## config.mk

```make
export PLATFORM = sky130hd
export DESIGN_NAME = crc_stream_engine
export DESIGN_NICKNAME = d
export VERILOG_FILES = /design/src/rtl/crc_stream_engine_pkg.sv /design/src/rtl/crc_stream_engine_step.sv /design/src/rtl/crc_stream_engine.sv
export SDC_FILE = /design/constraint.sdc
export NUM_CORES = 1
export LEC_CHECK = 0
export BUFFER_PORTS_ARGS = -buffer_cell sky130_fd_sc_hd__buf_2
export CAP_MARGIN = 20
export CORE_MARGIN = 2
export CORE_UTILIZATION = 55
export CTS_CLUSTER_DIAMETER = 60
export DETAILED_ROUTE_END_ITERATION = 10
export GPL_TIMING_DRIVEN = 0
export PLACE_DENSITY = 0.78
export SLEW_MARGIN = 0
export SYNTH_ARGS = -nofsm -noshare
export SYNTH_HDL_FRONTEND = slang
export SYNTH_HIERARCHICAL = 1
export SYNTH_SLANG_ARGS = --single-unit
```

## constraint.sdc

```tcl
create_clock -name clk -period 2.6 [get_ports clk]
set_input_delay 0.13 -clock clk [delete_from_list [all_inputs] [get_ports clk]]
set_output_delay 0.13 -clock clk [all_outputs]
set_load 0.005 [all_outputs]
```

## src/rtl/crc_stream_engine_pkg.sv

```systemverilog
// Shared types and the single-bit CRC division step used by the
// streaming CRC engine and the legacy one-shot generator/verifier.
package crc_stream_engine_pkg;

    localparam int CRC_MAX_W = 64;

    typedef enum logic {
        CRC_GEN = 1'b0,
        CRC_VER = 1'b1
    } crc_mode_e;

    typedef enum logic [1:0] {
        IDLE,
        SHIFT,
        ACCEPT,
        FINISH
    } crc_state_e;

    // One MSB-first division step on a w-bit register held in the low bits.
    function automatic logic [CRC_MAX_W-1:0] crc_bitstep(
        input logic [CRC_MAX_W-1:0] crc,
        input logic                 b,
        input logic [CRC_MAX_W-1:0] poly,
        input int unsigned          w
    );
        logic                 fb;
        logic [CRC_MAX_W-1:0] nxt;
        logic [CRC_MAX_W-1:0] mask;
        fb   = (|(crc & (CRC_MAX_W'(1) << (w - 1)))) ^ b;
        nxt  = (crc << 1) ^ (fb ? poly : '0);
        mask = (CRC_MAX_W'(1) << w) - CRC_MAX_W'(1);
        return nxt & mask;
    endfunction

endpackage

```

## src/rtl/crc_stream_engine_step.sv

```systemverilog
// Combinational chain of N CRC division steps, consuming the given
// bits MSB first.
module crc_stream_engine_step
    import crc_stream_engine_pkg::*;
#(
    parameter int                   CRC_WIDTH = 8,
    parameter int                   N         = 1,
    parameter logic [CRC_WIDTH-1:0] POLY_LO   = 'h07
) (
    input  logic [CRC_WIDTH-1:0] i_crc,
    input  logic [N-1:0]         i_bits,
    output logic [CRC_WIDTH-1:0] o_crc
);

    logic [CRC_WIDTH-1:0] w_acc;

    always_comb begin
        w_acc = i_crc;
        for (int i = N - 1; i >= 0; i--) begin
            w_acc = CRC_WIDTH'(crc_bitstep(CRC_MAX_W'(w_acc), i_bits[i],
                                           CRC_MAX_W'(POLY_LO), CRC_WIDTH));
        end
        o_crc = w_acc;
    end

endmodule

```

## src/rtl/crc_stream_engine.sv

```systemverilog
// Streaming CRC generate/verify engine: words arrive over valid/ready and
// are divided MSB first, XOR_OPS_PER_CYCLE bits per clock.
module crc_stream_engine
    import crc_stream_engine_pkg::*;
#(
    parameter int                   DATA_W            = 8,
    parameter int                   CRC_WIDTH         = 8,
    parameter logic [CRC_WIDTH:0]   POLY              = 9'h107,
    parameter logic [CRC_WIDTH-1:0] SEED              = '0,
    parameter logic [CRC_WIDTH-1:0] XOR_OUT           = '0,
    parameter int                   XOR_OPS_PER_CYCLE = 1
) (
    input  logic                 clk,
    input  logic                 rst_n,
    input  logic                 mode_i,
    input  logic                 in_valid,
    output logic                 in_ready,
    input  logic [DATA_W-1:0]    in_data,
    input  logic                 in_last,
    output logic [CRC_WIDTH-1:0] crc_out,
    output logic                 crc_valid,
    output logic                 done,
    output logic                 busy
);

    localparam int OPS   = XOR_OPS_PER_CYCLE;
    localparam int STEPS = DATA_W / OPS;
    localparam int CNT_W = $clog2(STEPS + 1);
    localparam logic [CRC_WIDTH-1:0] POLY_LO = POLY[CRC_WIDTH-1:0];

    crc_state_e           r_state;
    crc_mode_e            r_mode;
    logic [DATA_W-1:0]    r_shift;
    logic [CRC_WIDTH-1:0] r_crc;
    logic [CNT_W-1:0]     r_cnt;
    logic                 r_last;

    logic                 w_xfer;
    logic [CRC_WIDTH-1:0] w_crc_nxt;

    assign w_xfer = in_valid && in_ready;

    crc_stream_engine_step #(
        .CRC_WIDTH (CRC_WIDTH),
        .N         (OPS),
        .POLY_LO   (POLY_LO)
    ) u_step (
        .i_crc  (r_crc),
        .i_bits (r_shift[DATA_W-1 -: OPS]),
        .o_crc  (w_crc_nxt)
    );

    always_ff @(posedge clk) begin
        if (!rst_n) begin
            r_state   <= IDLE;
            r_mode    <= CRC_GEN;
            r_shift   <= '0;
            r_crc     <= SEED;
            r_cnt     <= '0;
            r_last    <= 1'b0;
            crc_out   <= '0;
            crc_valid <= 1'b0;
            done      <= 1'b0;
            busy      <= 1'b0;
            in_ready  <= 1'b1;
        end else begin
            done <= 1'b0;
            unique case (r_state)
                IDLE: begin
                    if (w_xfer) begin
                        r_mode   <= crc_mode_e'(mode_i);
                        r_shift  <= in_data;
                        r_crc    <= SEED;
                        r_cnt    <= CNT_W'(STEPS);
                        r_last   <= in_last;
                        busy     <= 1'b1;
                        in_ready <= 1'b0;
                        r_state  <= SHIFT;
                    end
                end
                SHIFT: begin
                    r_crc   <= w_crc_nxt;
                    r_shift <= r_shift << OPS;
                    r_cnt   <= r_cnt - 1'b1;
                    if (r_cnt == CNT_W'(1)) begin
                        if (r_last) begin
                            r_state <= FINISH;
                        end else begin
                            r_state  <= ACCEPT;
                            in_ready <= 1'b1;
                        end
                    end
                end
                ACCEPT: begin
                    // crc_reg carries across words; only the shifter reloads
                    if (w_xfer) begin
                        r_shift  <= in_data;
                        r_cnt    <= CNT_W'(STEPS);
                        r_last   <= in_last;
                        in_ready <= 1'b0;
                        r_state  <= SHIFT;
                    end
                end
                FINISH: begin
                    crc_out   <= (r_mode == CRC_GEN) ? (r_crc ^ XOR_OUT)
                                                     : r_crc;
                    crc_valid <= (r_mode == CRC_VER) && (r_crc == '0);
                    done      <= 1'b1;
                    busy      <= 1'b0;
                    in_ready  <= 1'b1;
                    r_state   <= IDLE;
                end
                default: r_state <= IDLE;
            endcase
        end
    end

endmodule

```

==> reports/results.txt <==
CTS max path bufs = 2
Rel. slew slack = 0.711
Syn avg cell area = 9.49 um^2
Final core occ = 0.651
DRT iter0 DRCs = 33
#FFs+latches synth = 36
Sequential power share = 0.458
Layout cell share with drive strength beyond 1 = 0.233
Switching Power = 598 uW
Async set or reset register ratio after synthesis = 0
Max Clock Freq = 697 MHz
Switch share = 0.348
Hold path endpoint = r_last$_SDFFE_PN0P_
Synth Cell Area = 0.00153 mm^2
Reg2Reg Setup Slack = 1.17 ns
VDD IR max = 0.784 mV
Unique masters post-synth = 38
Worst-path clk slew = 0.10 ns
Final Hold Viols = 0
First-pass GRT wire length = 5120 um
CP Max Fanout = 10
Final WS setup = 1.17 ns
# hold bufs at CTS = 0
Min Tclk post-route = 1.43 ns
Crit path from = r_state[0]$_SDFFE_PN0P_
CP delay by family, top = flip-flops
Max-cap violation count = 0
CP required = 2.83 ns
Power density cells = 984 mW/mm^2
Crit path buf inv count = 2
Ys flop type = dfxtp_1
Grt total ovfl = 0
CTS sink count = 36
Pre-antenna DRT Iters = 4
Pre-CTS setup slack = 1.22 ns
Routed Antenna Nets = 0
CP max stage delay = 0.47 ns
Initial antenna violation count = 0
Final Wtd Congestion = 0.800
Sum Neg Setup Slack = 0 ns
Layout Area Growth over Synthesis = 14.4%
Slew Limit Fails = 0
Resized cells post-CTS = 0
Hold Crit Class = in2reg
Syn nets = 176
Setup violation total in the final timing report = 0
Startpoint types = register
Final period utilization = 0.552
Largest net degree at the start of global routing = 12
Initial Util = 0.569
Post-synth EDFFs = 0
Critical R2R Launch = r_state[0]$_SDFFE_PN0P_
Status = completed
Setup crit end kind = register
RR Endpoint = r_shift[0]$_SDFFE_PN0P_
Routed len/inst = 13.4 um
Mapped Cells = 161
Clock skew = 0.0116 ns
Worst-margin pin slew = 0.434 ns
FF-to-FF path depth = 5
CTS tree = done
Diode count = 0
RSZ-0062 raised after global routing = no
Hpwl dp = 2100 um
Hold path startpoint = in_last
# rows = 19
Vias per cell = 5.53
Fill cells = 226
Die height = 56.7 um
Num CTS Buffers = 5
Tot GR Track Use = 0.209
DRC viols = 0
Number of I/O port buffers = 24
Routed WL = 3010 um
Post-CTS setup repair buffer count = 0
Clock power frac = 0.181
Vias in the first global route = 1,190
Ys Warns = 6
Clock Latency Late Sink = 0.34 ns
CP max stage cell = dfxtp_1
Nets = 207
Crit-path cells = nor2b_1, buf_2, nand2b_1, buf_2, o21ai_0
Die width = 56.7 um
Root Driver = clkbuf_4
I/O pin count = 25
Most used cell, CP = buf_2
Worst setup path class = reg2reg
Die area = 0.00322 mm^2
Arrival @ worst endpoint = 1.66 ns
Core Area = 0.00269 mm^2
Hold Path Stages = 3
Hold Slack = 0.0161 ns
Pleak = 0.000775 uW
Vias = 1,239
Gate power share = 0.361
H-tree levels = 2
Seq/Total Area, Yosys = 0.472
P_int = 1120 uW
Critical Path Stages = 5
-- cell usage in the layout, fill, tap and decap left out, types with 5 or more instances in the layout --
cell type,instances
a21oi_1,12
a22o_1,8
buf_2,27
buf_4,5
clkbuf_1,5
clkbuf_4,5
dfxtp_1,36
mux2i_1,8
nand2_1,26
nor2_1,5
nor3_1,5
o21ai_0,5
-- routing by layer --
metal  up-vias  track usage  wire (um)
li1        626            -          -
met1       590        0.266       1450
met3         5       0.0737        126
met2        18        0.312       1370
met4         0        0.102         63
met5         -            0          0
-- final cells by class --
type,instances,area (um^2),share of cell area
clock buffers,6,51.3,0.0293
multi-input cells,105,701,0.401
plain buffers,15,87.6,0.0501
well taps,31,38.8,0.0222
repair buffers,24,120,0.0687
inverters,5,18.8,0.0107
clock inverters,2,10.0,0.00573
flip-flops and latches,36,721,0.412
-- synth_stat cells (all sizes together) (2+ instances only) --
master / instances / area share
a21oi: 12 / 0.039
o21ba: 2 / 0.013
o211a: 4 / 0.026
clkbuf: 6 / 0.016
nor2b: 2 / 0.0082
nor2: 5 / 0.012
nand3b: 2 / 0.0098
inv: 4 / 0.0098
xor3: 2 / 0.031
a211oi: 4 / 0.020
nor3: 5 / 0.016
dfxtp: 36 / 0.47
o21ai: 6 / 0.020
xor2: 2 / 0.011
and2: 2 / 0.0082
ha: 2 / 0.016
nand2: 26 / 0.064
buf: 9 / 0.042
mux2i: 8 / 0.052
a22o: 8 / 0.046
-- registers in the layout, indices dropped and copies added (netlist names) --
signal     count
r_last         1
crc_valid      1
r_state        2
done           1
crc_out        8
r_cnt          4
busy           1
r_crc          8
r_shift        8
r_mode         1
in_ready       1
-- tightest hold or removal path, delay by kind of cell --
kind,cells,cell delay (ns)
AO/OA/AOI/OAI,1,0.05
AND/OR/NAND/NOR,1,0.04
buffers and inverters,1,0.10
-- power groups by stage --
stage                     Combinational (uW)  Clock [uW]  Sequential [uW]
after detailed placement                 616           0              798
after global placement                   591           0              789
final                                    620         311              788
after global routing                     694         343              801
after floorplan                          502           0              770
after CTS                                622         319              786
-- metrics by stage --
| step | cell area, um^2 | std cells | power (uW) |
|---|---|---|---|
| 2_1_floorplan | 1530 | 161 | 1270 |
| 3_3_place_gp | 1690 | 216 | 1380 |
| 3_5_place_dp | 1690 | 216 | 1410 |
| 4_1_cts | 1750 | 224 | 1730 |
| 5_1_grt | 1750 | 224 | 1840 |
| 6_report | 1750 | 224 | 1720 |
-- worst max path at each step --
stage	end	slack, ns
after floorplan	r_cnt[3]$_SDFFE_PN0P_	1.29
after global placement	r_shift[0]$_SDFFE_PN0P_	1.23
after detailed placement	r_shift[0]$_SDFFE_PN0P_	1.22
after CTS	r_shift[0]$_SDFFE_PN0P_	1.18
after global routing	r_shift[0]$_SDFFE_PN0P_	1.02
final	r_shift[0]$_SDFFE_PN0P_	1.17
-- cell families (layout without fill, tap and decap cells) --
kind of cell | after synthesis | count (layout) | share of synthesized area
AO/OA/AOI/OAI | 42 | 42 | 0.195
XOR/XNOR | 4 | 4 | 0.0426
adder cells (fa/ha/maj) | 2 | 2 | 0.0164
buffers and inverters | 20 | 52 | 0.0696
flip-flops | 36 | 36 | 0.472
multiplexers | 8 | 8 | 0.0524
AND/OR/NAND/NOR | 49 | 49 | 0.152
(Power assumes the default switching activity.)
